--- config.mk ---
export PLATFORM = sky130hd
export DESIGN_NAME = jtkunio_objdma_flat
export DESIGN_NICKNAME = d
export VERILOG_FILES = /design/src/rtl/jtkunio_objdma_pkg.sv /design/src/rtl/jtkunio_objdma_if.sv /design/src/rtl/jtkunio_objdma_edge.sv /design/src/rtl/jtkunio_objdma.sv /design/src/flat_wrapper.sv
export SDC_FILE = /design/constraint.sdc
export NUM_CORES = 1
export LEC_CHECK = 0
export ABC_CLOCK_PERIOD_IN_PS = 5100
export CAP_MARGIN = 20
export CORE_AREA = 2 2 67 69
export CTS_CLUSTER_SIZE = 10
export DETAILED_ROUTE_END_ITERATION = 10
export DIE_AREA = 0 0 69 71
export PLACE_DENSITY = 0.67
export SKIP_LAST_GASP = 1
export SYNTH_ARGS = -nofsm -noshare
export SYNTH_HDL_FRONTEND = slang
export SYNTH_HIERARCHICAL = 1
export SYNTH_SLANG_ARGS = --single-unit
--- constraint.sdc ---
create_clock -name clk -period 5.1 [get_ports clk]
set_input_delay 1.02 -clock clk [delete_from_list [all_inputs] [get_ports clk]]
set_output_delay 1.02 -clock clk [all_outputs]
set_load 0.005 [all_outputs]
--- src/rtl/jtkunio_objdma_pkg.sv ---
// Shared types and default constants for the object-RAM DMA engine.
package jtkunio_objdma_pkg;

  typedef enum logic [1:0] {
    IDLE    = 2'd0,
    REQ     = 2'd1,
    XFER    = 2'd2,
    RELEASE = 2'd3
  } state_e;

  localparam int          ADDR_W_DEF   = 12;
  localparam int          CNT_W_DEF    = 8;
  localparam int          LEN_DEF      = 256;
  localparam logic [11:0] SRC_BASE_DEF = 12'h800;

endpackage

--- src/rtl/jtkunio_objdma_if.sv ---
// CPU-bus handshake, source RAM read port and object-buffer write port.
interface jtkunio_objdma_if #(
  parameter int ADDR_W = 12,
  parameter int CNT_W  = 8
);
  logic              busrq;
  logic              busak_n;
  logic [ADDR_W-1:0] dma_addr;
  logic [7:0]        ram_dout;
  logic [CNT_W-1:0]  obj_addr;
  logic [7:0]        obj_din;
  logic              obj_we;

  modport master (
    output busrq, dma_addr, obj_addr, obj_din, obj_we,
    input  busak_n, ram_dout
  );

  modport slave (
    input  busrq, dma_addr, obj_addr, obj_din, obj_we,
    output busak_n, ram_dout
  );
endinterface

--- src/rtl/jtkunio_objdma_edge.sv ---
// Rising-edge detector on a level input, sampled only on clock-enable cycles.
module jtkunio_objdma_edge (
  input  logic clk,
  input  logic rst_n,
  input  logic cen,
  input  logic sig_i,
  output logic rise_o
);
  logic prev_q;

  always_ff @(posedge clk) begin
    if (!rst_n) begin
      prev_q <= 1'b0;
    end else if (cen) begin
      prev_q <= sig_i;
    end
  end

  assign rise_o = cen & sig_i & ~prev_q;
endmodule

--- src/rtl/jtkunio_objdma.sv ---
// Object-RAM DMA: grabs the CPU bus and copies LEN sprite bytes into the object buffer.
// Optional JTKUNIO_OBJDMA_VBWAIT_EN holds new requests until vertical blank.
module jtkunio_objdma
  import jtkunio_objdma_pkg::*;
#(
  parameter int                ADDR_W   = ADDR_W_DEF,
  parameter int                CNT_W    = CNT_W_DEF,
  parameter int                LEN      = LEN_DEF,
  parameter logic [ADDR_W-1:0] SRC_BASE = ADDR_W'(SRC_BASE_DEF)
) (
  input  logic             clk,
  input  logic             rst_n,
  input  logic             cen,
  input  logic             LVBL,
  input  logic             dma_go,
  jtkunio_objdma_if.master bus,
  output logic             busy,
  output logic             done
);

  localparam logic [CNT_W:0] LAST = (CNT_W+1)'(LEN - 1);

  state_e         state_q, state_d;
  logic [CNT_W:0] rd_q, rd_d;     // index of byte whose address is on dma_addr
  logic [CNT_W:0] wr_q, wr_d;     // index of next byte to be written
  logic           have_q, have_d; // ram_dout currently holds byte wr_q
  logic           pend_q, pend_d;
  logic           go_rise;
  logic           vb_ok;
  logic           wr_c;

  jtkunio_objdma_edge u_go_edge (
    .clk    (clk),
    .rst_n  (rst_n),
    .cen    (cen),
    .sig_i  (dma_go),
    .rise_o (go_rise)
  );

`ifdef JTKUNIO_OBJDMA_VBWAIT_EN
  assign vb_ok = ~LVBL;
`else
  logic unused_lvbl;
  assign unused_lvbl = LVBL;
  assign vb_ok       = 1'b1;
`endif

  always_ff @(posedge clk) begin
    if (!rst_n) begin
      state_q <= IDLE;
      rd_q    <= '0;
      wr_q    <= '0;
      have_q  <= 1'b0;
      pend_q  <= 1'b0;
    end else if (cen) begin
      state_q <= state_d;
      rd_q    <= rd_d;
      wr_q    <= wr_d;
      have_q  <= have_d;
      pend_q  <= pend_d;
    end
  end

  always_comb begin
    state_d = state_q;
    rd_d    = rd_q;
    wr_d    = wr_q;
    have_d  = have_q;
    pend_d  = pend_q | go_rise;
    wr_c    = 1'b0;
    case (state_q)
      IDLE: begin
        if ((pend_q | go_rise) && vb_ok) begin
          state_d = REQ;
          pend_d  = 1'b0;
          rd_d    = '0;
          wr_d    = '0;
          have_d  = 1'b0;
        end
      end
      REQ: begin
        if (!bus.busak_n) begin
          state_d = XFER;
        end
      end
      XFER: begin
        if (bus.busak_n) begin
          // CPU took the bus back: drop this cycle's write and re-issue
          // the first unwritten byte once the bus is granted again.
          state_d = REQ;
          rd_d    = wr_q;
          have_d  = 1'b0;
        end else begin
          rd_d   = rd_q + 1'b1;
          have_d = 1'b1;
          if (have_q) begin
            wr_c = 1'b1;
            wr_d = wr_q + 1'b1;
            if (wr_q == LAST) begin
              state_d = RELEASE;
              rd_d    = '0;
              wr_d    = '0;
              have_d  = 1'b0;
            end
          end
        end
      end
      RELEASE: begin
        state_d = IDLE;
      end
      default: begin
        state_d = IDLE;
      end
    endcase
  end

  assign bus.busrq    = (state_q == REQ) || (state_q == XFER);
  assign busy         = bus.busrq;
  assign bus.dma_addr = SRC_BASE + ADDR_W'(rd_q);
  assign bus.obj_addr = wr_q[CNT_W-1:0];
  assign bus.obj_din  = bus.ram_dout;
  // Strobes are qualified by rst_n so a reset edge never writes or completes.
  assign bus.obj_we   = rst_n & cen & wr_c;
  assign done         = rst_n & cen & (state_q == RELEASE);

endmodule

--- src/flat_wrapper.sv ---
// flat-port wrapper written by rule: the top's interface ports become plain ports
module jtkunio_objdma_flat import jtkunio_objdma_pkg::*;
#(
  parameter int                ADDR_W   = ADDR_W_DEF,
  parameter int                CNT_W    = CNT_W_DEF,
  parameter int                LEN      = LEN_DEF,
  parameter logic [ADDR_W-1:0] SRC_BASE = ADDR_W'(SRC_BASE_DEF)
)
  (clk, rst_n, cen, LVBL, dma_go, busy, done, bus_busrq, bus_dma_addr, bus_obj_addr, bus_obj_din, bus_obj_we, bus_busak_n, bus_ram_dout);
  jtkunio_objdma_if #(.ADDR_W(ADDR_W), .CNT_W(CNT_W)) bus_i ();
  input  logic clk;
  input  logic rst_n;
  input  logic cen;
  input  logic LVBL;
  input  logic dma_go;
  output logic busy;
  output logic done;
  output wire logic [$bits(bus_i.busrq)-1:0] bus_busrq;
  output wire logic [$bits(bus_i.dma_addr)-1:0] bus_dma_addr;
  output wire logic [$bits(bus_i.obj_addr)-1:0] bus_obj_addr;
  output wire logic [$bits(bus_i.obj_din)-1:0] bus_obj_din;
  output wire logic [$bits(bus_i.obj_we)-1:0] bus_obj_we;
  input wire logic [$bits(bus_i.busak_n)-1:0] bus_busak_n;
  input wire logic [$bits(bus_i.ram_dout)-1:0] bus_ram_dout;
  assign bus_busrq = bus_i.busrq;
  assign bus_dma_addr = bus_i.dma_addr;
  assign bus_obj_addr = bus_i.obj_addr;
  assign bus_obj_din = bus_i.obj_din;
  assign bus_obj_we = bus_i.obj_we;
  assign bus_i.busak_n = bus_busak_n;
  assign bus_i.ram_dout = bus_ram_dout;
  jtkunio_objdma #(.ADDR_W(ADDR_W), .CNT_W(CNT_W), .LEN(LEN), .SRC_BASE(SRC_BASE)) u_core (.clk(clk), .rst_n(rst_n), .cen(cen), .LVBL(LVBL), .dma_go(dma_go), .bus(bus_i), .busy(busy), .done(done));
endmodule
# [Word level (Yosys, flattened, before mapping)]
# Index checks and enable logic that the tools add are counted.
[op_classes] add_sub_neg=3 n_mux=24 reduce_logical=6 n_eq_ne=10 n_bitwise=7
[op_table] cell="9-bit 2-to-1 mux" n=7
[op_table] cell="9-bit case mux with 2 select lines" n=2
[op_table] cell="9-bit by 1-bit adder with 9-bit output, second input constant" n=2
[op_table] cell="12-bit by 9-bit adder with 12-bit output, first input constant" n=1
[op_table] cell="2-bit 2-to-1 mux" n=5
[op_table] cell="5-bit AND reduction" n=2
[op_table] cell="9-bit by 8-bit == test with 1-bit output, second input constant" n=1
[op_table] cell="1-bit 2-to-1 mux" n=8
[op_table] cell="2-bit case mux with 4 select lines" n=1
[op_table] cell="3-bit by 2-bit != test with 1-bit output, second input constant" n=2
[op_table] cell="1-bit bitwise AND" n=5
[op_table] cell="2-bit == test, second input constant" n=2
[op_table] cell="2-bit by 1-bit != test with 1-bit output, second input constant" n=2
[op_table] cell="2-bit != test, second input constant" n=2
[op_table] cell="3-bit AND reduction" n=1
[op_table] cell="2-bit by 1-bit == test with 1-bit output, second input constant" n=1
[op_table] cell="2-bit zero test" n=1
[op_table] cell="1-bit case mux with 2 select lines" n=1
[op_table] cell="2-bit nonzero test" n=1
[op_table] cell="1-bit logical OR" n=1
[op_table] cell="1-bit NOT" n=1
[op_table] cell="1-bit OR" n=1
[word_totals] input_bits=14 elab_cells=56 register_bits=23 output_inout_bits=32

# [Logic depth before layout (Yosys ltp)]
# Gate-level depths: netlist (run 1).
[logic_depth] ltp_word=5 mapped_depth=8 ltp_nobuf=6

# [Hierarchy]
# The synthesis (run 1) kept the hierarchy.
[modules_own_cells] mod="jtkunio_objdma" instances=1 cells_each=191 seq_area_each_um2=440.4 area_each_um2=1554.0
[modules_own_cells] mod="jtkunio_objdma_edge" instances=1 cells_each=5 seq_area_each_um2=20.0 area_each_um2=41.3

# [Least setup slack after synthesis (run 1)]
# OpenSTA, ideal clock, no wires.
[synth_timing] path_kind="input -> output" from="in rst_n" to="out bus_obj_we" stages=3 path_buffers=1 setup_slack_ns=2.475 arrival_ns=1.605 t_required_ns=4.080 path_cell_list="clkbuf_1 inv_1 nor3_1"
[synth_via] elab_chain_len=2
[synth_rtl] element="from (decl)" line="flat_wrapper.sv:12" source="input logic rst_n;"
[synth_rtl] element="1-bit bitwise AND (2 in a row)" line="jtkunio_objdma.sv:123" source="assign bus.obj_we = rst_n & cen & wr_c;"
[synth_rtl] element="to (decl)" line="flat_wrapper.sv:22" source="output wire logic [$bits(bus_i.obj_we)-1:0] bus_obj_we;"
# No other way between the ends.

# [Worst setup path after layout (run 1)]
# Ends and elaborated chain as after synthesis.

==> results.toml, run 1 <==
[global_routing]
grt-ovfl-total = 0
met1_usage = 0.2065
use_met3 = 0.02279
grt_use_total = 0.1447
grt_pass1_vias = 1236
grt_pass1_wl_um = 6003
use_met2 = 0.2276
grt_most_used_layer = "met2"
grt_max_degree = 17
antenna_found_initial = 0

[clock_tree]
cts_setup_buffers = 0
cts.sinks = 23
cts_tree = "done"
clk_latency_ns = 0.26
clock-root-buffer = "clkbuf_8"
numCtsBuffers = 3
cts_resized = 0
htreeDepth = 1
clockBufferDepth = 2
postCtsHoldBufs = 0
cts.clk_slew.worst_paths_ns = 0.09

[min_path]
hold_depth = 2
hold_class = "flop to flop"

[floorplan]
num_io_pins = 46
fp.dieW_um = 69
die_h_um = 71
core_area_sq_um = 4204
start_util = 0.3795
fp-row-count = 24
die_area_sq_um = 4899

[final_layout]
stdcell_area_sq_um = 1777
final_core_util = 0.4226
final_nets = 219
layout_commonest_cell = "clkdlybuf4s50_1"
area_delta_synth_final_pct = 11.37
n_antenna_cell = 0
drive_above_1_share = 0.06091
final_cell_mix = "clkdlybuf4s50_1, dfxtp_1, a21oi_1, nand2_1, nand3_1"

[placement]
globalplace.congestion = 0.7523
dpl-instance-area_sq_um = 1730
port_buffers = 25
hpwl_um = 2539

[routing]
via_per_inst = 5.627
antenna_left = 0
wire_per_inst_um = 14.25
num_vias = 1401
wirelength_um = 3548
drc = 0
dr.pass1.iters = 4
drt-initial-drc-count = 111

[sta]
relSlewSlack = 0.5544
rsz0062_at_grt = "false"
slew_violations = 0
worst-slew-pin-transition_ns = 0.6669
fin_crit_sh = 0.7326
hold_violations = 0
finClkSkew_ns = 0.007564
fmax_mhz = 267.6
setup_violations = 0
final.min_clock_period_ns = 3.736
fin_tns_setup_ns = 0

[yosys]
synth-edff-count = 0
yosys_warnings = 6
synthCells = 196
seq_area_frac_synth = 0.2886
synth_cell_types = 49
yosys_most_used_dff = "dfxtp_1"
syn-mean-instance-area_sq_um = 8.139
ys_async_sr_fraction = 0
yosys_register_bits = 23
syn_area_sq_um = 1595

[worst_setup_path]
required_ns = 4.08
critPathArrivalTime_ns = 2.72
cp-endpoint = "bus_obj_we"
worst_r2r_endpoint = "u_core/wr_q[7]"
critPathCaptureType = "output port"
cp-start-kind = "primary input"
cp_max_fo = 15
crit_start = "rst_n"
rr_worst_depth = 6
ff2ff_setup_slack_ns = 2.87
r2r-start = "u_core/state_q[0]"
worstSetupPathType = "primary input to output port"

[power]
p_int_uw = 255.0
clkPwrFrac = 0.335
leakagePower_nw = 0.5862
power.density_nw_per_um2 = 193.4
switchingPower_uw = 88.54
p_seq_frac = 0.533
ir_worst_vdd_mv = 0.08626
combPwrFrac = 0.131
switching_share = 0.2577

[run_status]
status = "finished, final reports clean"

[run]
maxCapViolations = 0
## final cells by class
class	instances	area, sq um
inverters	7	26.28
multi-input cells	137	920.9
flip-flops and latches	23	460.4
well taps	52	65.06
clock buffers	3	41.29
fillers	444	2427
clock inverters	1	5.005
repair buffers	26	257.7
## critical path, stage by stage
cell and delay (ns):
clkdlybuf4s50_1 0.45, buf_4 0.16, inv_1 0.24, nor3_1 0.30, clkdlybuf4s50_1 0.54
## worst min path at each step
stage / slack, ns / start / to
4_1_cts: 0.48 / u_core/u_go_edge/prev_q / u_core/u_go_edge/prev_q
5_1_grt: 0.51 / u_core/u_go_edge/prev_q / u_core/u_go_edge/prev_q
3_3_place_gp: 0.46 / u_core/u_go_edge/prev_q / u_core/u_go_edge/prev_q
6_report: 0.48 / u_core/u_go_edge/prev_q / u_core/u_go_edge/prev_q
2_1_floorplan: 0.45 / u_core/u_go_edge/prev_q / u_core/u_go_edge/prev_q
3_5_place_dp: 0.47 / u_core/u_go_edge/prev_q / u_core/u_go_edge/prev_q
## kinds of logic after synthesis
logic type	Yosys count	share of synthesized area
simple gates	66	0.2541
compound gates	59	0.2502
buf+inv	37	0.1365
flops	23	0.2886
fa+ha+maj	7	0.05490
xor+xnor	2	0.01098
other cells	2	0.004708
## state kept, by name, indices dropped and copies added (netlist names)
name / flops
u_core/wr_q: 9
u_core/have_q: 1
u_core/pend_q: 1
u_core/u_go_edge/prev_q: 1
u_core/state_q: 2
u_core/rd_q: 9
## routing by layer
metal  vias up  share of wire
met2        34           0.46
met4         0         0.0076
met3         2          0.047
li1        700              -
met5         -              0
met1       665           0.48
## cell usage after synthesis (2+ instances only)
master / instances / area share
or4b_1: 2 / 0.013
o21a_1: 4 / 0.019
a211oi_1: 4 / 0.019
nor2b_1: 3 / 0.012
clkbuf_1: 7 / 0.016
nand4_1: 3 / 0.012
nand2_1: 11 / 0.026
nor2_1: 8 / 0.019
ha_1: 7 / 0.055
or4_1: 3 / 0.014
o211ai_1: 3 / 0.014
o211a_1: 2 / 0.013
buf_4: 20 / 0.094
nand4b_1: 2 / 0.011
dfxtp_1: 23 / 0.29
a31oi_1: 3 / 0.012
and3_1: 3 / 0.012
a21boi_0: 2 / 0.0094
o21ai_0: 9 / 0.028
buf_2: 2 / 0.0063
nand2b_1: 2 / 0.0078
a21oi_1: 16 / 0.050
and4_1: 2 / 0.011
nor3_1: 3 / 0.0094
nand3_1: 11 / 0.035
xnor2_1: 2 / 0.011
or3_1: 3 / 0.012
inv_1: 7 / 0.016
conb_1: 2 / 0.0047
nor3b_1: 2 / 0.0094
a22oi_1: 7 / 0.033
## power groups by stage
stage | Combinational (mW) | Clock, mW | Sequential (mW)
final | 0.0450 | 0.115 | 0.183
after global routing | 0.0489 | 0.128 | 0.184
after CTS | 0.0446 | 0.119 | 0.183
after detailed placement | 0.0446 | 0 | 0.188
after global placement | 0.0444 | 0 | 0.188
after floorplan | 0.0389 | 0 | 0.187
## metrics by stage
step	hold WS [ns]	cells	total power [mW]	setup slack [ns]
after floorplan	0.4486	197	0.2260	2.475
after global placement	0.4578	245	0.2319	1.319
after detailed placement	0.4708	245	0.2321	1.341
after CTS	0.4836	249	0.3471	1.339
after global routing	0.5127	249	0.3605	1.210
final	0.4789	249	0.3435	1.364
(Power assumes the default switching activity.)
==> run 2: changes to the inputs <==
ABC_CLOCK_PERIOD_IN_PS = 3750   (was 5100)
clock period = 3.75 ns   (was 5.1 ns; I/O delays follow)
==> run 2 against run 1 <==
  * Total power rose by 37%
  * Sequential power increased by 36%
  * Sequential share of layout area decreased by 0.32 points
  * Die area stayed put
  * Core utilization rose by 0.54 points
  * First-iteration DRC count up 27%
  * Largest power group unchanged
  * Non-clock buffer count grew 3
  * Sequential cell count did not move
  * Critical path depth unchanged
  * Via count increased by 2.9%
  * Critical endpoint unchanged
  * Hold slack improved by 0.0097 ns
==> results.toml, run 2 (synthesis results as in run 1) <==
[final_layout]
area_delta_synth_final_pct = 12.78
fillers = 425
final_cell_mix = "clkdlybuf4s50_1, dfxtp_1, a21oi_1, nand2_1, nand3_1"
multiInputGateArea_sq_um = 920.9
final_nets = 222
reg_top3 = "u_core/rd_q: 9 flops, u_core/wr_q: 9 flops, u_core/state_q: 2 flops"
stdcell_area_sq_um = 1799
n_antenna_cell = 0
regArea_sq_um = 460.4
drive_above_1_share = 0.07500
layout_commonest_cell = "clkdlybuf4s50_1"

[clock_tree]
clock-root-buffer = "clkbuf_8"
cts.sinks = 23
cts_setup_buffers = 0
cts_resized = 0
clockBufferDepth = 2
numCtsBuffers = 3
cts.clk_slew.worst_paths_ns = 0.08
htreeDepth = 1
clk_latency_ns = 0.27
cts_tree = "done"
postCtsHoldBufs = 0

[worst_setup_path]
cp-start-kind = "primary input"
critPathCaptureType = "output port"
required_ns = 3.00
cp_max_fo = 11
critPathArrivalTime_ns = 2.19
worstSetupPathType = "primary input to output port"

[routing]
wirelength_um = 3713
antenna_left = 0
drt-initial-drc-count = 141
num_vias = 1441
drc = 0
via_per_inst = 5.718
dr.pass1.iters = 4
wire_per_inst_um = 14.73

[sta]
fmax_mhz = 340.0
relSlewSlack = 0.5671
fin_crit_sh = 0.7843
setup_violations = 0
hold_slack_ns = 0.4886
finClkSkew_ns = 0.003196
worst-slew-pin-transition_ns = 0.6480
slew_violations = 0
fin_tns_setup_ns = 0
rsz0062_at_grt = "false"
final.min_clock_period_ns = 2.941
hold_violations = 0
fin_ws_ns = 0.8087

[run_status]
status = "finished, final reports clean"

[power]
p_seq_frac = 0.528
power.density_nw_per_um2 = 262.4
leakagePower_nw = 0.6006
p_int_uw = 349.0
switching_share = 0.2609
switchingPower_uw = 123.2
clkPwrFrac = 0.337
combPwrFrac = 0.135
ir_worst_vdd_mv = 0.09623

[placement]
hpwl_um = 2669
port_buffers = 25
post-place-ws_ns = 0.6823
dpl-instance-area_sq_um = 1753
globalplace.congestion = 0.8033

[floorplan]
fp.dieW_um = 69
num_io_pins = 46
die_area_sq_um = 4899
start_util = 0.3795
die_h_um = 71
core_area_sq_um = 4204
fp-row-count = 24

[min_path]
hold_class = "flop to flop"

[global_routing]
grt_pass1_wl_um = 6189
antenna_found_initial = 0
grt_pass1_vias = 1291
grt-ovfl-total = 0
grt_max_degree = 16
grt_use_total = 0.1552

[run]
maxCapViolations = 0
run 2: area by class of cell:
class                   instances  share of cell area
multi-input cells             137              0.5118
flip-flops and latches         23              0.2559
repair buffers                 29              0.1558
well taps                      52             0.03616
clock buffers                   3             0.02295
inverters                       7             0.01460
clock inverters                 1            0.002782
run 2: path summary, 6_finish.rpt:
path / start / to / slack, ns / cells past startpoint
worst min-delay path: u_core/u_go_edge/prev_q / u_core/u_go_edge/prev_q / 0.49 / 2
worst max register to register: u_core/state_q[0] / u_core/wr_q[7] / 1.52 / 6
worst min register to register: u_core/u_go_edge/prev_q / u_core/u_go_edge/prev_q / 0.49 / 2
worst max-delay path: rst_n / bus_obj_we / 0.81 / 5
run 2: power by group through the flow:
stage / Clock (mW) / Sequential [mW] / Combinational, mW
3_3_place_gp: 0 / 0.255 / 0.0631
4_1_cts: 0.164 / 0.249 / 0.0635
3_5_place_dp: 0 / 0.255 / 0.0630
6_report: 0.159 / 0.249 / 0.0639
5_1_grt: 0.182 / 0.250 / 0.0710
2_1_floorplan: 0 / 0.255 / 0.0529
run 2: worst max-delay path, stage by stage:
cell and delay, ns:
clkdlybuf4s50_1 0.46, buf_4 0.17, inv_1 0.07, nor3_1 0.21
clkdlybuf4s50_1 0.53
run 2: through the flow:
stage            util  total power [mW]  instances
3_3_place_gp   0.4170            0.3182        248
6_report       0.4280            0.4722        252
5_1_grt        0.4280            0.5033        252
2_1_floorplan       -            0.3074        197
4_1_cts        0.4280            0.4773        252
3_5_place_dp   0.4170            0.3182        248
run 2: per-layer routing:
layer  part of all wire  GRT usage  vias up
met5                  0          0        -
met2               0.47     0.2425       41
met3              0.041    0.02137        4
li1                   -          -      707
met1               0.47     0.2127      689
met4              0.016    0.07190        0
==> run 3: changes to the inputs <==
ABC_CLOCK_PERIOD_IN_PS = 3050   (was 3750)
clock period = 3.05 ns   (was 3.75 ns; I/O delays follow)
==> run 3 against run 2 <==
  * Sequential share of layout area shrank 0.11 points
  * First-iteration DRC count is 23% lower
  * Largest power group unchanged
  * Final area increased by 0.42%
  * Critical endpoint unchanged
  * Die area unchanged
  * Total power is 23% higher
  * Critical path type unchanged
  * Clock power grew 23%
  * Hold slack lost 0.0014 ns
==> results.toml, run 3 (synthesis results as in run 1) <==
[routing]
num_vias = 1441
drc = 0
drt-initial-drc-count = 108
via_per_inst = 5.696
wirelength_um = 3743
wire_per_inst_um = 14.79
dr.pass1.iters = 4
antenna_left = 0

[clock_tree]
clockBufferDepth = 2
clock-root-buffer = "clkbuf_8"
numCtsBuffers = 3
cts.clk_slew.worst_paths_ns = 0.09
postCtsHoldBufs = 0
cts_setup_buffers = 0
clk_latency_ns = 0.26
cts.sinks = 23
htreeDepth = 1
cts_tree = "done"
cts_resized = 0

[floorplan]
start_util = 0.3795
die_h_um = 71
fp-row-count = 24
core_area_sq_um = 4204
num_io_pins = 46
die_area_sq_um = 4899
fp.dieW_um = 69

[final_layout]
drive_above_1_share = 0.07960
final_nets = 223
area_delta_synth_final_pct = 13.25
stdcell_area_sq_um = 1807
layout_commonest_cell = "clkdlybuf4s50_1"
fin_cells = 253
reg_top3 = "u_core/rd_q: 9 flops, u_core/wr_q: 9 flops, u_core/state_q: 2 flops"
final_core_util = 0.4298
final_cell_mix = "clkdlybuf4s50_1, dfxtp_1, a21oi_1, nand2_1, nand3_1"
n_antenna_cell = 0

[worst_setup_path]
crit_family = "buffers and inverters"
cp_cell_sequence = "clkdlybuf4s50_1 -> buf_4 -> nand2_1 -> nor3_1 -> clkdlybuf4s50_1"
cp_max_fo = 11
cp-start-kind = "primary input"
cp.buffers_inverters = 3
cpPeakStageDelay_ns = 0.53
worstSetupPathType = "primary input to output port"
critPathArrivalTime_ns = 2.05
required_ns = 2.44
critPathCaptureType = "output port"
cp_slowest_cell = "clkdlybuf4s50_1"
path_common_cell = "clkdlybuf4s50_1"

[placement]
hpwl_um = 2691
globalplace.congestion = 0.7823
place_inst = 249
dpl-instance-area_sq_um = 1760
port_buffers = 25
post-place-ws_ns = 0.2656

[power]
p_total_uw = 582.6
switching_share = 0.2631
ir_worst_vdd_mv = 0.1391
power.density_nw_per_um2 = 322.4
p_seq_frac = 0.526
leakagePower_nw = 0.6061
combPwrFrac = 0.137
switchingPower_uw = 153.3
p_int_uw = 429.3
clkPwrFrac = 0.336

[global_routing]
grt_pass1_wl_um = 6265
grt_use_total = 0.1543
grt_pass1_vias = 1319
antenna_found_initial = 0
grt_max_degree = 16
grt-ovfl-total = 0

[sta]
fin_ws_ns = 0.3921
hold_slack_ns = 0.4873
fmax_mhz = 376.2
hold_violations = 0
worst-slew-pin-transition_ns = 0.5272
setup_violations = 0
fin_tns_setup_ns = 0
finClkSkew_ns = 0.001274
final.min_clock_period_ns = 2.658
relSlewSlack = 0.6476
slew_violations = 0
rsz0062_at_grt = "false"
fin_crit_sh = 0.8715

[run]
maxCapViolations = 0

[run_status]
status = "finished, final reports clean"

[min_path]
hold_class = "flop to flop"
==> run 3: layer usage <==
metal / global-route usage / part of all wire / vias up
met5: 0 / 0 / -
met4: 0.05664 / 0.010 / 0
met1: 0.2023 / 0.46 / 686
li1: - / - / 711
met3: 0.02279 / 0.045 / 4
met2: 0.2585 / 0.49 / 40
==> run 3: worst reg2reg max path, cell delays in order, from the launching register on <==
cell	delay, ns
dfxtp_1	0.41
inv_1	0.11
ha_1	0.28
nor3b_4	0.19
or3b_1	0.50
or4_1	0.50
a31oi_1	0.17
==> run 3: final cells by class <==
type,instances,area (sq um)
Fill cell,430,2397
Multi-Input combinational cell,137,920.9
Sequential cell,23,460.4
Timing Repair Buffer,30,287.8
Tap cell,52,65.06
Clock buffer,3,41.29
Inverter,7,26.28
Clock inverter,1,5.005
==> run 3: final timing paths <==
check                     startpoint                       to  slack, ns  cells past startpoint
max reg2reg        u_core/state_q[0]           u_core/wr_q[7]       0.83                      6
max                              cen               bus_obj_we       0.39                      5
min reg2reg  u_core/u_go_edge/prev_q  u_core/u_go_edge/prev_q       0.49                      2
min          u_core/u_go_edge/prev_q  u_core/u_go_edge/prev_q       0.49                      2
==> run 3: power groups by stage <==
stage               registers [mW]  clock network [mW]  logic (mW)
floorplan                    0.313                   0      0.0650
finish                       0.307               0.196      0.0801
global placement             0.314                   0      0.0780
global route                 0.307               0.217      0.0880
detailed placement           0.314                   0      0.0796
CTS                          0.307               0.203      0.0798
